`src/rtl/fetch_pipe_ctrl_if.sv`:
```
`default_nettype none
// ============================================================================
//  Module   : fetch_pipe_ctrl_if
//  Purpose  : Bundles the signals between the fetch controller, the hazard
//             unit, instruction memory and the ID stage.
//             master modport = fetch controller view.
//             slave  modport = environment view (hazard unit, imem, ID).
//  Signals  : stall, flush, branch_taken, branch_target, jr, jr_target,
//             imem_addr, imem_rdata, imem_valid, pc_ID, pc_plus4_ID,
//             instr_ID, valid_ID, id_ex_bubble
//             (+ stall_cycles, flush_count, wait_cycles when
//             FETCH_PERF_CNT_EN is defined)
//  Revision : 1.0 - initial release
// ============================================================================
interface fetch_pipe_ctrl_if;
    logic        stall;
    logic        flush;
    logic        branch_taken;
    logic [31:0] branch_target;
    logic        jr;
    logic [31:0] jr_target;
    logic [31:0] imem_addr;
    logic [31:0] imem_rdata;
    logic        imem_valid;
    logic [31:0] pc_ID;
    logic [31:0] pc_plus4_ID;
    logic [31:0] instr_ID;
    logic        valid_ID;
    logic        id_ex_bubble;
`ifdef FETCH_PERF_CNT_EN
    logic [31:0] stall_cycles;
    logic [31:0] flush_count;
    logic [31:0] wait_cycles;
`endif

    modport master (
`ifdef FETCH_PERF_CNT_EN
        output stall_cycles, flush_count, wait_cycles,
`endif
        input  stall, flush, branch_taken, branch_target, jr, jr_target,
        input  imem_rdata, imem_valid,
        output imem_addr, pc_ID, pc_plus4_ID, instr_ID, valid_ID, id_ex_bubble
    );

    modport slave (
`ifdef FETCH_PERF_CNT_EN
        input  stall_cycles, flush_count, wait_cycles,
`endif
        output stall, flush, branch_taken, branch_target, jr, jr_target,
        output imem_rdata, imem_valid,
        input  imem_addr, pc_ID, pc_plus4_ID, instr_ID, valid_ID, id_ex_bubble
    );
endinterface
`default_nettype wire

```
`src/rtl/fetch_pipe_ctrl.sv`:
```
`default_nettype none
// ============================================================================
//  Module   : fetch_pipe_ctrl
//  Purpose  : Owns the program counter and the IF/ID register. Applies
//             load-use stalls, branch/JR redirect flushes and instruction
//             memory wait states, and drives the ID/EX bubble select.
//  Ports    : clk  - system clock, rising edge
//             rst  - asynchronous active-high reset
//             bus  - fetch_pipe_ctrl_if.master (hazard unit, imem, ID stage)
//  Params   : RESET_PC  - PC loaded on reset
//             NOP_INSTR - encoding placed in IF/ID on flush or bubble
//             PC_STEP   - byte increment per sequential fetch
//  Options  : FETCH_PERF_CNT_EN - adds saturating stall_cycles, flush_count
//             and wait_cycles counters to the interface.
//  Revision : 1.0 - initial release
// ============================================================================
module fetch_pipe_ctrl #(
    parameter logic [31:0] RESET_PC  = 32'h0000_0000,
    parameter logic [31:0] NOP_INSTR = 32'h0000_0000,
    parameter logic [31:0] PC_STEP   = 32'd4
) (
    input  wire logic          clk,
    input  wire logic          rst,
    fetch_pipe_ctrl_if.master  bus
);

    typedef enum logic [0:0] {
        S_RUN  = 1'b0,
        S_WAIT = 1'b1
    } state_t;

    state_t      r_state;
    logic [31:0] r_pc;
    logic [31:0] r_pc_id;
    logic [31:0] r_pc_plus4_id;
    logic [31:0] r_instr_id;
    logic        r_valid_id;

    logic [31:0] w_pc_seq;
    logic [31:0] w_redirect_pc;

    assign w_pc_seq      = r_pc + PC_STEP;   // 32-bit modulo wrap is intended
    assign w_redirect_pc = bus.branch_taken ? bus.branch_target : bus.jr_target;

    always_ff @(posedge clk or posedge rst) begin
        if (rst) begin
            r_state       <= S_RUN;
            r_pc          <= RESET_PC;
            r_pc_id       <= 32'h0000_0000;
            r_pc_plus4_id <= 32'h0000_0000;
            r_instr_id    <= NOP_INSTR;
            r_valid_id    <= 1'b0;
        end else if (bus.stall) begin
            // Hold everything; any returned data is refetched after the stall.
            // A concurrent flush is dropped: its operand is stale and the
            // hazard unit re-raises it once the stall clears.
            r_state <= r_state;
        end else if (bus.flush) begin
            r_pc       <= w_redirect_pc;
            r_instr_id <= NOP_INSTR;
            r_valid_id <= 1'b0;
            r_state    <= S_RUN;
        end else if (!bus.imem_valid) begin
            // IF/ID already holds a bubble while in WAIT, so it is only
            // written on the RUN->WAIT transition.
            if (r_state == S_RUN) begin
                r_instr_id <= NOP_INSTR;
                r_valid_id <= 1'b0;
            end
            r_state <= S_WAIT;
        end else begin
            r_instr_id    <= bus.imem_rdata;
            r_pc_id       <= r_pc;
            r_pc_plus4_id <= w_pc_seq;
            r_valid_id    <= 1'b1;
            r_pc          <= w_pc_seq;
            r_state       <= S_RUN;
        end
    end

    assign bus.imem_addr    = r_pc;
    assign bus.pc_ID        = r_pc_id;
    assign bus.pc_plus4_ID  = r_pc_plus4_id;
    assign bus.instr_ID     = r_instr_id;
    assign bus.valid_ID     = r_valid_id;
    // Both a stall and an accepted flush must inject a zero-control bubble
    // into ID/EX in the same cycle; forced low while reset is held.
    assign bus.id_ex_bubble = !rst && (bus.stall || bus.flush);

`ifdef FETCH_PERF_CNT_EN
    logic [31:0] r_stall_cycles;
    logic [31:0] r_flush_count;
    logic [31:0] r_wait_cycles;

    always_ff @(posedge clk or posedge rst) begin
        if (rst) begin
            r_stall_cycles <= 32'h0000_0000;
            r_flush_count  <= 32'h0000_0000;
            r_wait_cycles  <= 32'h0000_0000;
        end else begin
            if (bus.stall) begin
                if (r_stall_cycles != 32'hFFFF_FFFF)
                    r_stall_cycles <= r_stall_cycles + 32'd1;
            end else if (bus.flush) begin
                if (r_flush_count != 32'hFFFF_FFFF)
                    r_flush_count <= r_flush_count + 32'd1;
            end else if (!bus.imem_valid) begin
                if (r_wait_cycles != 32'hFFFF_FFFF)
                    r_wait_cycles <= r_wait_cycles + 32'd1;
            end
        end
    end

    assign bus.stall_cycles = r_stall_cycles;
    assign bus.flush_count  = r_flush_count;
    assign bus.wait_cycles  = r_wait_cycles;
`endif

endmodule
`default_nettype wire

```
`src/flat_wrapper.sv`:
```
// flat-port wrapper written by rule: the top's interface ports become plain ports
module fetch_pipe_ctrl_flat 
#(
    parameter logic [31:0] RESET_PC  = 32'h0000_0000,
    parameter logic [31:0] NOP_INSTR = 32'h0000_0000,
    parameter logic [31:0] PC_STEP   = 32'd4
)
  (clk, rst, bus_stall, bus_flush, bus_branch_taken, bus_branch_target, bus_jr, bus_jr_target, bus_imem_rdata, bus_imem_valid, bus_imem_addr, bus_pc_ID, bus_pc_plus4_ID, bus_instr_ID, bus_valid_ID, bus_id_ex_bubble);
  fetch_pipe_ctrl_if bus_i ();
  input  wire logic clk;
  input  wire logic rst;
  input wire logic [$bits(bus_i.stall)-1:0] bus_stall;
  input wire logic [$bits(bus_i.flush)-1:0] bus_flush;
  input wire logic [$bits(bus_i.branch_taken)-1:0] bus_branch_taken;
  input wire logic [$bits(bus_i.branch_target)-1:0] bus_branch_target;
  input wire logic [$bits(bus_i.jr)-1:0] bus_jr;
  input wire logic [$bits(bus_i.jr_target)-1:0] bus_jr_target;
  input wire logic [$bits(bus_i.imem_rdata)-1:0] bus_imem_rdata;
  input wire logic [$bits(bus_i.imem_valid)-1:0] bus_imem_valid;
  output wire logic [$bits(bus_i.imem_addr)-1:0] bus_imem_addr;
  output wire logic [$bits(bus_i.pc_ID)-1:0] bus_pc_ID;
  output wire logic [$bits(bus_i.pc_plus4_ID)-1:0] bus_pc_plus4_ID;
  output wire logic [$bits(bus_i.instr_ID)-1:0] bus_instr_ID;
  output wire logic [$bits(bus_i.valid_ID)-1:0] bus_valid_ID;
  output wire logic [$bits(bus_i.id_ex_bubble)-1:0] bus_id_ex_bubble;
  assign bus_i.stall = bus_stall;
  assign bus_i.flush = bus_flush;
  assign bus_i.branch_taken = bus_branch_taken;
  assign bus_i.branch_target = bus_branch_target;
  assign bus_i.jr = bus_jr;
  assign bus_i.jr_target = bus_jr_target;
  assign bus_i.imem_rdata = bus_imem_rdata;
  assign bus_i.imem_valid = bus_imem_valid;
  assign bus_imem_addr = bus_i.imem_addr;
  assign bus_pc_ID = bus_i.pc_ID;
  assign bus_pc_plus4_ID = bus_i.pc_plus4_ID;
  assign bus_instr_ID = bus_i.instr_ID;
  assign bus_valid_ID = bus_i.valid_ID;
  assign bus_id_ex_bubble = bus_i.id_ex_bubble;
  fetch_pipe_ctrl #(.RESET_PC(RESET_PC), .NOP_INSTR(NOP_INSTR), .PC_STEP(PC_STEP)) u_core (.clk(clk), .rst(rst), .bus(bus_i));
endmodule
```
`config.mk`:
```
export PLATFORM = sky130hd
export DESIGN_NAME = fetch_pipe_ctrl_flat
export DESIGN_NICKNAME = d
export VERILOG_FILES = /design/src/rtl/fetch_pipe_ctrl_if.sv /design/src/rtl/fetch_pipe_ctrl.sv /design/src/flat_wrapper.sv
export SDC_FILE = /design/constraint.sdc
export NUM_CORES = 1
export LEC_CHECK = 0
export CORE_UTILIZATION = 48
export CTS_CLUSTER_DIAMETER = 80
export CTS_CLUSTER_SIZE = 25
export DETAILED_ROUTE_END_ITERATION = 6
export PLACE_DENSITY = 0.86
export SLEW_MARGIN = 10
export SYNTH_ARGS = -nofsm -noshare
export SYNTH_HDL_FRONTEND = slang
export SYNTH_SLANG_ARGS = --single-unit
export TNS_END_PERCENT = 10
```
`constraint.sdc`:
```
create_clock -name clk -period 6.76 [get_ports clk]
set_input_delay 1.352 -clock clk [delete_from_list [all_inputs] [get_ports clk]]
set_output_delay 1.352 -clock clk [all_outputs]
set_load 0.02 [all_outputs]
```
==> impl_metrics.yaml <==
final_layout:
  final_common_cell: "clkdlybuf4s50_1"
  drive_above_1_share: 0.0678
  nets: 932
  stdcell_area_um2: 9040
  syn2layout_area_growth_pct: 47.3
  n_antenna_cell: 0
  fillers: 887
  final_cell_mix: "229 x clkdlybuf4s50_1, 137 x nand2_1, 128 x dfrtp_1"
die:
  fp.dieH_um: 115
  ios: 233
  rows: 40
  core-area_um2: 12200
  die_x_um: 115
  die_area_um2: 13200
  initial_core_util: 0.502
synth:
  syn_nets: 736
  synth_area_um2: 6130
  synth_flop_cell: "dfrtp_1"
  syn_avg_cell_area_um2: 9.71
  synth_area_leaders: "dfrtp_1 52%, nand2_1 8.4%, a22o_1 4.9%, o21ai_0 4.2%, mux2i_1 2.8%"
  synth_seq_cells: 128
  seq_area_frac_synth: 0.522
  synth_warnings: 0
  synth.top_cell.area_share: 0.522
  async_reset_ff_frac: 1.00
  synth_edf_count: 0
  yosysUniqueCellTypes: 47
  yosys.area.top_type: "dfrtp_1"
  synth_cells: 632
clocking:
  clkLatencyLatePin_ps: 410
  hold_buffers: 0
  h-tree-depth: 4
  cts_tree: "yes"
  cts_max_path_buffers: 2
  cts_inserted_buffers: 17
  cts_resized: 0
  clock_sinks: 128
  cts_setup_buffers: 0
  cts_root_buffer: "clkbuf_16"
  clk_pin_slew_worst_paths_ps: 60
global_route:
  grtUsageTotal: 0.290
  grt_max_degree: 129
  first_global_vias: 5798
  grt_pass1_wl_um: 29100
  grt_overflow: 0
  antenna_found_initial: 0
critical_path:
  cp_slowest_cell: "clkdlybuf4s50_1"
  crit_path_frequent_cell: "clkdlybuf4s50_1"
  critPathMaxStageDelay_ps: 800
  r2r_slack_ps: 4080
  cp-end-kind: "output port"
  worstPathRequired_ps: 5410
  critPathArrivalTime_ps: 3460
  r2r_start: "u_core.bus.imem_addr[2]"
  cp_max_fo: 13
  timing.rr.end: "u_core.bus.imem_addr[18]"
  critPathLaunchType: "primary input"
  worstSetupPathType: "in2out"
  worstRegToRegCells: 6
  path_cells: "clkdlybuf4s50_1 > inv_1 > a21oi_1 > clkdlybuf4s50_1"
sta:
  slew_viol_final: 0
  rsz0062_at_grt: "false"
  finalHoldViolations: 0
  slew-limit-headroom: 0.227
  finalSetupTns_ps: 0
  fin_crit_sh: 0.712
  setup_viol: 0
  max_freq_ghz: 0.208
  tightest_slew_ps: 1160
  fin_worst_skew_ps: 7.99
  fin_crit_ps: 4810
placement:
  gp_congestion: 0.804
  placed_area_um2: 8450
  portBuffers: 231
  hpwlAfterDp_um: 12100
status:
  status: "completed"
flow_run:
  cap_violations: 0
routing:
  route.vias.total: 5617
  drtAntennaViolNets: 0
  drc: 0
  avgViaCountPerCell: 5.57
  routedWlPerCell_um: 18.1
  dr.pass1.iters: 5
  wirelength_um: 18300
  drtIter0Drc: 386
worst_hold_path:
  hold_start: "u_core.bus.pc_ID[25]"
  min_path_type: "reg2reg"
  hold_end: "u_core.bus.pc_ID[25]"
  whs_path_depth: 2
power_and_ir_drop:
  leakage_uw: 0.00387
  ir_drop_uv: 145
  p_per_area_nw_per_um2: 297
  power_uw: 2680
## how the worst max path moves through the flow
stage	from	to	slack, ps
after floorplan	rst	u_core.bus.imem_addr[0]	2000
final	bus_stall	bus_id_ex_bubble	1950
after detailed placement	bus_stall	bus_id_ex_bubble	1970
after global placement	bus_stall	bus_id_ex_bubble	2020
after global routing	bus_stall	bus_id_ex_bubble	1820
after CTS	bus_stall	bus_id_ex_bubble	1950
## cell usage after synthesis (4+ instances only)
library cell and n:
o22ai_1 7, mux2_2 12, nand3_1 16, a211oi_1 8, buf_1 5, o311ai_0 5, xor2_1 12, o21ai_0 51
buf_2 11, a311oi_1 5, nor2_1 25, clkbuf_1 35, dfrtp_1 128, a21oi_1 17, a22o_1 34, xnor2_1 16
mux2i_1 17, a31oi_1 4, buf_4 5, and3_1 9, nand4_1 9, and4_1 8, inv_1 7, nand2_1 137
nor3_1 10
## critical path, delay by kind of cell
family | cells | cell delay (ps)
compound gates | 1 | 260
buf+inv | 3 | 1850
## flip-flops by register name, indices dropped and copies added, names as in the netlist
register                count
u_core.bus.valid_ID         1
u_core.bus.imem_addr       32
u_core.bus.pc_plus4_ID     30
u_core.bus.instr_ID        32
u_core.r_state              1
u_core.bus.pc_ID           32
## where the power goes
part | leakage [uW] | switching (uW) | total (uW) | internal (uW)
combinational | 0.00198 | 379 | 745 | 366
sequential | 0.00161 | 131 | 1020 | 893
clock | 0.000277 | 350 | 912 | 561
total | 0.00387 | 860 | 2680 | 1820
## metal layers
layer	vias up	track usage	wire (um)
met3	20	0.0891	1580
met4	0	0.102	243
met2	271	0.480	8840
met5	-	0	0
met1	2701	0.359	7620
li1	2625	-	-
## stage by stage
| step | utilization | hold WS (ps) | setup slack (ps) | cells |
|---|---|---|---|---|
| after floorplan | - | 451 | 2000 | 632 |
| after global placement | 0.692 | 459 | 2020 | 977 |
| after detailed placement | 0.692 | 462 | 1970 | 977 |
| after CTS | 0.740 | 479 | 1950 | 1009 |
| after global routing | 0.740 | 500 | 1820 | 1009 |
| final | 0.740 | 475 | 1950 | 1009 |
## layout make-up
| class | count | area, um^2 | area share |
|---|---|---|---|
| Inverter | 8 | 35.0 | 0.00388 |
| Tap cell | 168 | 210 | 0.0233 |
| Timing Repair Buffer | 233 | 2320 | 0.256 |
| Clock inverter | 13 | 139 | 0.0154 |
| Clock buffer | 19 | 453 | 0.0501 |
| Multi-Input combinational cell | 440 | 2680 | 0.297 |
| Sequential cell | 128 | 3200 | 0.354 |
## kinds of logic (layout without fill, tap and decap cells)
logic type / count (synthesis) / in the layout / share of synthesized area
xor+xnor: 28 / 28 / 0.0400
mux: 29 / 29 / 0.0498
buf+inv: 64 / 273 / 0.0445
fa+ha+maj: 1 / 1 / 0.00204
flops: 128 / 128 / 0.522
simple gates: 231 / 231 / 0.177
compound gates: 151 / 151 / 0.165
Power figures use the tool's default switching activity.
